$ cat src/rtl/hazard_ctrl_if.sv
// Hazard-detection inputs and pipeline hold/nop controls shared between the
// datapath (master) and hazard_ctrl (slave).
interface hazard_ctrl_if #(
  parameter int CNT_W = 32
);
  logic [4:0]       D_rs1_i;
  logic [4:0]       D_rs2_i;
  logic             D_use_rs1_i;
  logic             D_use_rs2_i;
  logic             DD_load_i;
  logic [4:0]       DD_dstE_i;
  logic             E_mispredict_i;
  logic             E_md_start_i;
  logic             md_done_i;
  logic             M_dmem_wait_i;

  logic             PC_stall_o;
  logic             F_stall_o;
  logic             F_bubble_o;
  logic             D_stall_o;
  logic             D_bubble_o;
  logic             E_stall_o;
  logic             E_bubble_o;
  logic             md_busy_o;
  logic             md_timeout_o;
  logic [CNT_W-1:0] stall_cnt_o;
  logic [CNT_W-1:0] flush_cnt_o;

  modport master (
    output D_rs1_i, D_rs2_i, D_use_rs1_i, D_use_rs2_i, DD_load_i, DD_dstE_i,
           E_mispredict_i, E_md_start_i, md_done_i, M_dmem_wait_i,
    input  PC_stall_o, F_stall_o, F_bubble_o, D_stall_o, D_bubble_o,
           E_stall_o, E_bubble_o, md_busy_o, md_timeout_o,
           stall_cnt_o, flush_cnt_o
  );

  modport slave (
    input  D_rs1_i, D_rs2_i, D_use_rs1_i, D_use_rs2_i, DD_load_i, DD_dstE_i,
           E_mispredict_i, E_md_start_i, md_done_i, M_dmem_wait_i,
    output PC_stall_o, F_stall_o, F_bubble_o, D_stall_o, D_bubble_o,
           E_stall_o, E_bubble_o, md_busy_o, md_timeout_o,
           stall_cnt_o, flush_cnt_o
  );
endinterface

$ cat src/rtl/hazard_ctrl.sv
// Pipeline hazard controller: memory-wait stall, mul/div busy with watchdog,
// mispredict flush and load-use stall. Define HAZ_PERF_CNT_EN to build the
// stall/flush performance counters; otherwise they read as zero.
module hazard_ctrl #(
  parameter int MD_TIMEOUT = 64,
  parameter int CNT_W      = 32
) (
  input  logic         clk_i,
  input  logic         rst_n,
  hazard_ctrl_if.slave hz
);

  localparam int BUSY_W = $clog2(MD_TIMEOUT + 1);

  typedef enum logic [1:0] {
    RUN     = 2'd0,
    MD_BUSY = 2'd1,
    FLUSH   = 2'd2
  } state_e;

  state_e            state_q, state_d;
  logic [BUSY_W-1:0] busy_cnt_q, busy_cnt_d;
  logic              timeout_q, timeout_d;

  logic load_use;
  logic pc_stall, f_stall, f_bubble, d_stall, d_bubble, e_stall, e_bubble;

  // A load result is not forwardable in time to a reader sitting in decode.
  always_comb begin
    load_use = hz.DD_load_i && (hz.DD_dstE_i != 5'd0) &&
               ((hz.D_use_rs1_i && (hz.D_rs1_i == hz.DD_dstE_i)) ||
                (hz.D_use_rs2_i && (hz.D_rs2_i == hz.DD_dstE_i)));
  end

  always_comb begin
    state_d    = state_q;
    busy_cnt_d = busy_cnt_q;
    timeout_d  = timeout_q;
    pc_stall   = 1'b0;
    f_stall    = 1'b0;
    f_bubble   = 1'b0;
    d_stall    = 1'b0;
    d_bubble   = 1'b0;
    e_stall    = 1'b0;
    e_bubble   = 1'b0;

    if (hz.M_dmem_wait_i) begin
      pc_stall = 1'b1;
      f_stall  = 1'b1;
      d_stall  = 1'b1;
      e_stall  = 1'b1;
    end else begin
      case (state_q)
        MD_BUSY: begin
          if (hz.md_done_i) begin
            busy_cnt_d = '0;
            if (hz.E_mispredict_i) begin
              f_bubble = 1'b1;
              d_bubble = 1'b1;
              state_d  = FLUSH;
            end else begin
              state_d  = RUN;
            end
          end else begin
            pc_stall = 1'b1;
            f_stall  = 1'b1;
            d_stall  = 1'b1;
            e_bubble = 1'b1;
            // The counter already includes the issue cycle, so it reaches
            // the limit on the MD_TIMEOUT-th cycle spent in MD_BUSY.
            if (busy_cnt_q >= BUSY_W'(MD_TIMEOUT)) begin
              timeout_d  = 1'b1;
              busy_cnt_d = '0;
              state_d    = RUN;
            end else begin
              busy_cnt_d = busy_cnt_q + BUSY_W'(1);
            end
          end
        end

        FLUSH: begin
          f_bubble = 1'b1;
          state_d  = RUN;
        end

        default: begin
          if (hz.E_md_start_i && !hz.md_done_i) begin
            pc_stall   = 1'b1;
            f_stall    = 1'b1;
            d_stall    = 1'b1;
            e_bubble   = 1'b1;
            busy_cnt_d = BUSY_W'(1);
            state_d    = MD_BUSY;
          end else if (hz.E_mispredict_i) begin
            f_bubble = 1'b1;
            d_bubble = 1'b1;
            state_d  = FLUSH;
          end else if (load_use) begin
            pc_stall = 1'b1;
            f_stall  = 1'b1;
            d_bubble = 1'b1;
          end
        end
      endcase
    end
  end

  always_ff @(posedge clk_i or negedge rst_n) begin
    if (!rst_n) begin
      state_q    <= RUN;
      busy_cnt_q <= '0;
      timeout_q  <= 1'b0;
    end else begin
      state_q    <= state_d;
      busy_cnt_q <= busy_cnt_d;
      timeout_q  <= timeout_d;
    end
  end

  // Controls are forced low while reset is held, even with live inputs.
  assign hz.PC_stall_o   = rst_n & pc_stall;
  assign hz.F_stall_o    = rst_n & f_stall;
  assign hz.F_bubble_o   = rst_n & f_bubble;
  assign hz.D_stall_o    = rst_n & d_stall;
  assign hz.D_bubble_o   = rst_n & d_bubble;
  assign hz.E_stall_o    = rst_n & e_stall;
  assign hz.E_bubble_o   = rst_n & e_bubble;
  assign hz.md_busy_o    = (state_q == MD_BUSY);
  assign hz.md_timeout_o = timeout_q;

`ifdef HAZ_PERF_CNT_EN
  logic [CNT_W-1:0] stall_cnt_q, stall_cnt_d;
  logic [CNT_W-1:0] flush_cnt_q, flush_cnt_d;

  always_comb begin
    stall_cnt_d = stall_cnt_q + CNT_W'(pc_stall);
    flush_cnt_d = flush_cnt_q + CNT_W'((state_d == FLUSH) && (state_q != FLUSH));
  end

  always_ff @(posedge clk_i or negedge rst_n) begin
    if (!rst_n) begin
      stall_cnt_q <= '0;
      flush_cnt_q <= '0;
    end else begin
      stall_cnt_q <= stall_cnt_d;
      flush_cnt_q <= flush_cnt_d;
    end
  end

  assign hz.stall_cnt_o = stall_cnt_q;
  assign hz.flush_cnt_o = flush_cnt_q;
`else
  assign hz.stall_cnt_o = '0;
  assign hz.flush_cnt_o = '0;
`endif

endmodule

$ cat src/flat_wrapper.sv
// flat-port wrapper written by rule: the top's interface ports become plain ports
module hazard_ctrl_flat 
#(
  parameter int MD_TIMEOUT = 64,
  parameter int CNT_W      = 32
)
  (clk_i, rst_n, hz_D_rs1_i, hz_D_rs2_i, hz_D_use_rs1_i, hz_D_use_rs2_i, hz_DD_load_i, hz_DD_dstE_i, hz_E_mispredict_i, hz_E_md_start_i, hz_md_done_i, hz_M_dmem_wait_i, hz_PC_stall_o, hz_F_stall_o, hz_F_bubble_o, hz_D_stall_o, hz_D_bubble_o, hz_E_stall_o, hz_E_bubble_o, hz_md_busy_o, hz_md_timeout_o, hz_stall_cnt_o, hz_flush_cnt_o);
  hazard_ctrl_if #(.CNT_W(CNT_W)) hz_i ();
  input  logic clk_i;
  input  logic rst_n;
  input wire logic [$bits(hz_i.D_rs1_i)-1:0] hz_D_rs1_i;
  input wire logic [$bits(hz_i.D_rs2_i)-1:0] hz_D_rs2_i;
  input wire logic [$bits(hz_i.D_use_rs1_i)-1:0] hz_D_use_rs1_i;
  input wire logic [$bits(hz_i.D_use_rs2_i)-1:0] hz_D_use_rs2_i;
  input wire logic [$bits(hz_i.DD_load_i)-1:0] hz_DD_load_i;
  input wire logic [$bits(hz_i.DD_dstE_i)-1:0] hz_DD_dstE_i;
  input wire logic [$bits(hz_i.E_mispredict_i)-1:0] hz_E_mispredict_i;
  input wire logic [$bits(hz_i.E_md_start_i)-1:0] hz_E_md_start_i;
  input wire logic [$bits(hz_i.md_done_i)-1:0] hz_md_done_i;
  input wire logic [$bits(hz_i.M_dmem_wait_i)-1:0] hz_M_dmem_wait_i;
  output wire logic [$bits(hz_i.PC_stall_o)-1:0] hz_PC_stall_o;
  output wire logic [$bits(hz_i.F_stall_o)-1:0] hz_F_stall_o;
  output wire logic [$bits(hz_i.F_bubble_o)-1:0] hz_F_bubble_o;
  output wire logic [$bits(hz_i.D_stall_o)-1:0] hz_D_stall_o;
  output wire logic [$bits(hz_i.D_bubble_o)-1:0] hz_D_bubble_o;
  output wire logic [$bits(hz_i.E_stall_o)-1:0] hz_E_stall_o;
  output wire logic [$bits(hz_i.E_bubble_o)-1:0] hz_E_bubble_o;
  output wire logic [$bits(hz_i.md_busy_o)-1:0] hz_md_busy_o;
  output wire logic [$bits(hz_i.md_timeout_o)-1:0] hz_md_timeout_o;
  output wire logic [$bits(hz_i.stall_cnt_o)-1:0] hz_stall_cnt_o;
  output wire logic [$bits(hz_i.flush_cnt_o)-1:0] hz_flush_cnt_o;
  assign hz_i.D_rs1_i = hz_D_rs1_i;
  assign hz_i.D_rs2_i = hz_D_rs2_i;
  assign hz_i.D_use_rs1_i = hz_D_use_rs1_i;
  assign hz_i.D_use_rs2_i = hz_D_use_rs2_i;
  assign hz_i.DD_load_i = hz_DD_load_i;
  assign hz_i.DD_dstE_i = hz_DD_dstE_i;
  assign hz_i.E_mispredict_i = hz_E_mispredict_i;
  assign hz_i.E_md_start_i = hz_E_md_start_i;
  assign hz_i.md_done_i = hz_md_done_i;
  assign hz_i.M_dmem_wait_i = hz_M_dmem_wait_i;
  assign hz_PC_stall_o = hz_i.PC_stall_o;
  assign hz_F_stall_o = hz_i.F_stall_o;
  assign hz_F_bubble_o = hz_i.F_bubble_o;
  assign hz_D_stall_o = hz_i.D_stall_o;
  assign hz_D_bubble_o = hz_i.D_bubble_o;
  assign hz_E_stall_o = hz_i.E_stall_o;
  assign hz_E_bubble_o = hz_i.E_bubble_o;
  assign hz_md_busy_o = hz_i.md_busy_o;
  assign hz_md_timeout_o = hz_i.md_timeout_o;
  assign hz_stall_cnt_o = hz_i.stall_cnt_o;
  assign hz_flush_cnt_o = hz_i.flush_cnt_o;
  hazard_ctrl #(.MD_TIMEOUT(MD_TIMEOUT), .CNT_W(CNT_W)) u_core (.clk_i(clk_i), .rst_n(rst_n), .hz(hz_i));
endmodule
$ cat config.mk
export PLATFORM = sky130hd
export DESIGN_NAME = hazard_ctrl_flat
export DESIGN_NICKNAME = d
export VERILOG_FILES = /design/src/rtl/hazard_ctrl_if.sv /design/src/rtl/hazard_ctrl.sv /design/src/flat_wrapper.sv
export SDC_FILE = /design/constraint.sdc
export NUM_CORES = 1
export LEC_CHECK = 0
export CAP_MARGIN = 10
export CORE_ASPECT_RATIO = 1.1
export CORE_UTILIZATION = 37
export CTS_CLUSTER_SIZE = 40
export DETAILED_ROUTE_END_ITERATION = 8
export GPL_TIMING_DRIVEN = 0
export PLACE_DENSITY_LB_ADDON = 0.1
export SKIP_CTS_REPAIR_TIMING = 1
export SLEW_MARGIN = 15
export SYNTH_ARGS = -nofsm -noshare
export SYNTH_HDL_FRONTEND = slang
export SYNTH_SLANG_ARGS = --single-unit
$ cat constraint.sdc
create_clock -name clk_i -period 3.8 [get_ports clk_i]
set_input_delay 0.38 -clock clk_i [delete_from_list [all_inputs] [get_ports clk_i]]
set_output_delay 0.38 -clock clk_i [all_outputs]
set_load 0.03 [all_outputs]
==> flow_summary_export.csv <==
group,metric,value,unit
status,status,"finished, final reports clean",
sta,hold_viol,0,
route,avgViaCountPerCell,3.647,
pwr,peakVddDrop,223.6,uV
clocking,cts-htree-levels,1,
sta,fmax,0.3506,GHz
synthesis,synthFlopType,"dfrtp_1",
critical_path,r2r_cells,6,
clocking,clock-sinks,10,
synthesis,synth-edff-count,0,
final_layout,final_nets,284,
sta,hold_slack,0.4686,ns
place,place_area,0.001914,mm2
min_path,min_path_type,"in -> async",
clocking,clk_latency,0.27,ns
sta,worstMarginPinSlew,0.5667,ns
flow_run,cap_violations,0,
critical_path,cp.required,3.42,ns
route,wl_per_cell,8.776,um
clocking,clock_tree.root_cell,"clkbuf_4",
place,port_buffers,32,
final_layout,area_growth,50.34,%
global_routing,grt_pass1_vias,910,
route,drc,0,
die,die_area,0.003748,mm2
critical_path,crit_arrival,2.47,ns
die,row_count,22,
clocking,cts_tree,"done",
pwr,powerDensity,321.5,mW/mm2
synthesis,synth-seq-cells,10,
synthesis,synth_adder_area_share,3.857,%
synthesis,ys_warn_count,0,
clocking,cts_buffers,3,
synthesis,synth_top_family_by_area,"buffers and inverters",
die,core,0.003331,mm2
synthesis,synthesis.area,0.001297,mm2
sta,skew,0.007082,ns
die,pin_count,97,
place,globalplace.congestion,0.8017,
route,num_vias,1105,
clocking,clockBufferDepth,2,
route,drtAntennaViolNets,0,
synthesis,post_synth.cell_area_avg,8.317,um2
final_layout,instances_no_fill,303,
synthesis,synthMuxAreaShare,2.411,%
sta,slew-limit-headroom,62.10,%
synthesis,ys_seq_area_share,19.29,%
synthesis,synth_xor_area_share,6.750,%
sta,fin_crit,2.852,ns
final_layout,n_antenna_cell,0,
critical_path,cp-start-kind,"input pin",
synthesis,synth.distinct_cells,42,
global_routing,grt_pass1_wl,4015,um
sta,period_share,75.06,%
critical_path,end_kind,"output pin",
sta,setup_viol,0,
sta,drv_slew,0,
sta,grt_setup_unrepaired,"no",
final_layout,fillers,325,
critical_path,critPathMaxFanout,3,
die,die-height,64.11,um
final_layout,drive_above_1_share,29.80,%
route,dr.first_iter.drc_count,26,
synthesis,syn_inst,156,
critical_path,worstSetupPathType,"in -> out",
route,drt_wl_total,2659,um
synthesis,synth-simple-area-share,13.60,%
route,firstDrtPassIters,4,
global_routing,track_usage,13.55,%
global_routing,grt_antenna_before_repair,0,
place,hpwlAfterDp,2269,um
sta,timing.setup.tns,0,ns
die,start_util,38.96,%
global_routing,grt_max_degree,15,
global_routing,grt.overflow.total,0,
die,die_w,58.46,um
pwr,fin_total_pwr,627.1,uW
clocking,clkTransAtPathRegs,0.07,ns
final_layout,finalInstanceArea,0.001951,mm2
synthesis,synth_compound_area_share,13.31,%
place,dp_cells,299,
pwr,leakage,1.057,nW
synthesis,synth_async_sr_flop_share,100.0,%
==> logic make-up after synthesis <==
family,Yosys count
compound gates,24
xor+xnor,10
fa+ha+maj,4
buf+inv,73
flops,10
mux,3
other cells,1
simple gates,31
==> power by group <==
part           switching [mW]  leakage (nW)  internal [mW]
sequential             0.0140         0.133          0.124
combinational           0.227         0.903          0.166
clock                  0.0393        0.0210         0.0582
total                   0.280          1.06          0.347
==> cell usage in the layout, fill, tap and decap left out, types with 4 or more instances in the layout <==
cell type / count
inv_1: 7
buf_4: 65
conb_1: 64
xor2_1: 8
o21ai_0: 8
ha_1: 4
nand2_1: 5
dfrtp_1: 10
clkdlybuf4s50_1: 32
nor2_1: 4
==> flip-flops by register name, indices dropped and copies added, names as in the netlist <==
signal and count:
u_core.hz.md_timeout_o 1, u_core.busy_cnt_q 7, u_core.state_q 2
==> Yosys cell counts (2+ instances only) <==
cell,count,area [um2]
o21ai_0,8,40.04
inv_1,7,26.28
xnor2_1,2,17.52
nand2_1,5,18.77
nor2b_1,2,12.51
nand3_1,3,15.01
nor2_1,4,15.01
dfrtp_1,10,250.2
buf_4,65,488.0
a21oi_1,2,10.01
and2_1,3,18.77
nand3b_1,2,15.01
ha_1,4,50.05
mux2i_1,2,20.02
xor2_1,8,70.07
nor4_1,3,18.77
==> through the flow <==
| step | util, % | worst slack (ns) |
|---|---|---|
| 5_1_grt | 58.57 | 0.6848 |
| 6_report | 58.57 | 0.9479 |
| 4_1_cts | 58.57 | 0.9081 |
| 2_1_floorplan | - | 1.378 |
| 3_5_place_dp | 57.48 | 0.9072 |
| 3_3_place_gp | 57.48 | 0.8661 |
==> worst max-delay path, cell delays in order <==
cell	delay, ns
clkdlybuf4s50_1	0.48
xor2_1	0.19
nor4_1	0.27
a32oi_1	0.16
o21bai_1	0.20
buf_4	0.13
clkdlybuf4s50_1	0.66
==> routing by layer <==
| layer | share of wire [%] | GRT usage, % |
|---|---|---|
| met1 | 43 | 16.31 |
| met2 | 46 | 23.56 |
| met3 | 10 | 2.227 |
| met5 | 0 | 0 |
| met4 | 1.1 | 5.357 |
==> worst paths after layout <==
path,end,slack [ns],from
worst max-delay path,hz_PC_stall_o,0.95,hz_DD_dstE_i[4]
worst min-delay path,u_core.busy_cnt_q[2],0.47,rst_n
worst max register to register,u_core.state_q[1],2.04,u_core.state_q[1]
worst min register to register,u_core.hz.md_timeout_o,0.48,u_core.hz.md_timeout_o
max in group asynchronous,u_core.state_q[0],2.95,rst_n
min in group clk_i,u_core.hz.md_timeout_o,0.48,u_core.hz.md_timeout_o
==> layout make-up <==
class | instances | area [um2] | share of cell area (%)
Multi-Input combinational cell | 136 | 758.2 | 38.87
Timing Repair Buffer | 32 | 320.3 | 16.42
Buffer | 66 | 499.2 | 25.59
Inverter | 7 | 26.28 | 1.347
Tap cell | 48 | 60.06 | 3.079
Sequential cell | 10 | 250.2 | 12.83
Clock buffer | 4 | 36.28 | 1.860
Note: power is estimated with default switching activity, not from simulation.
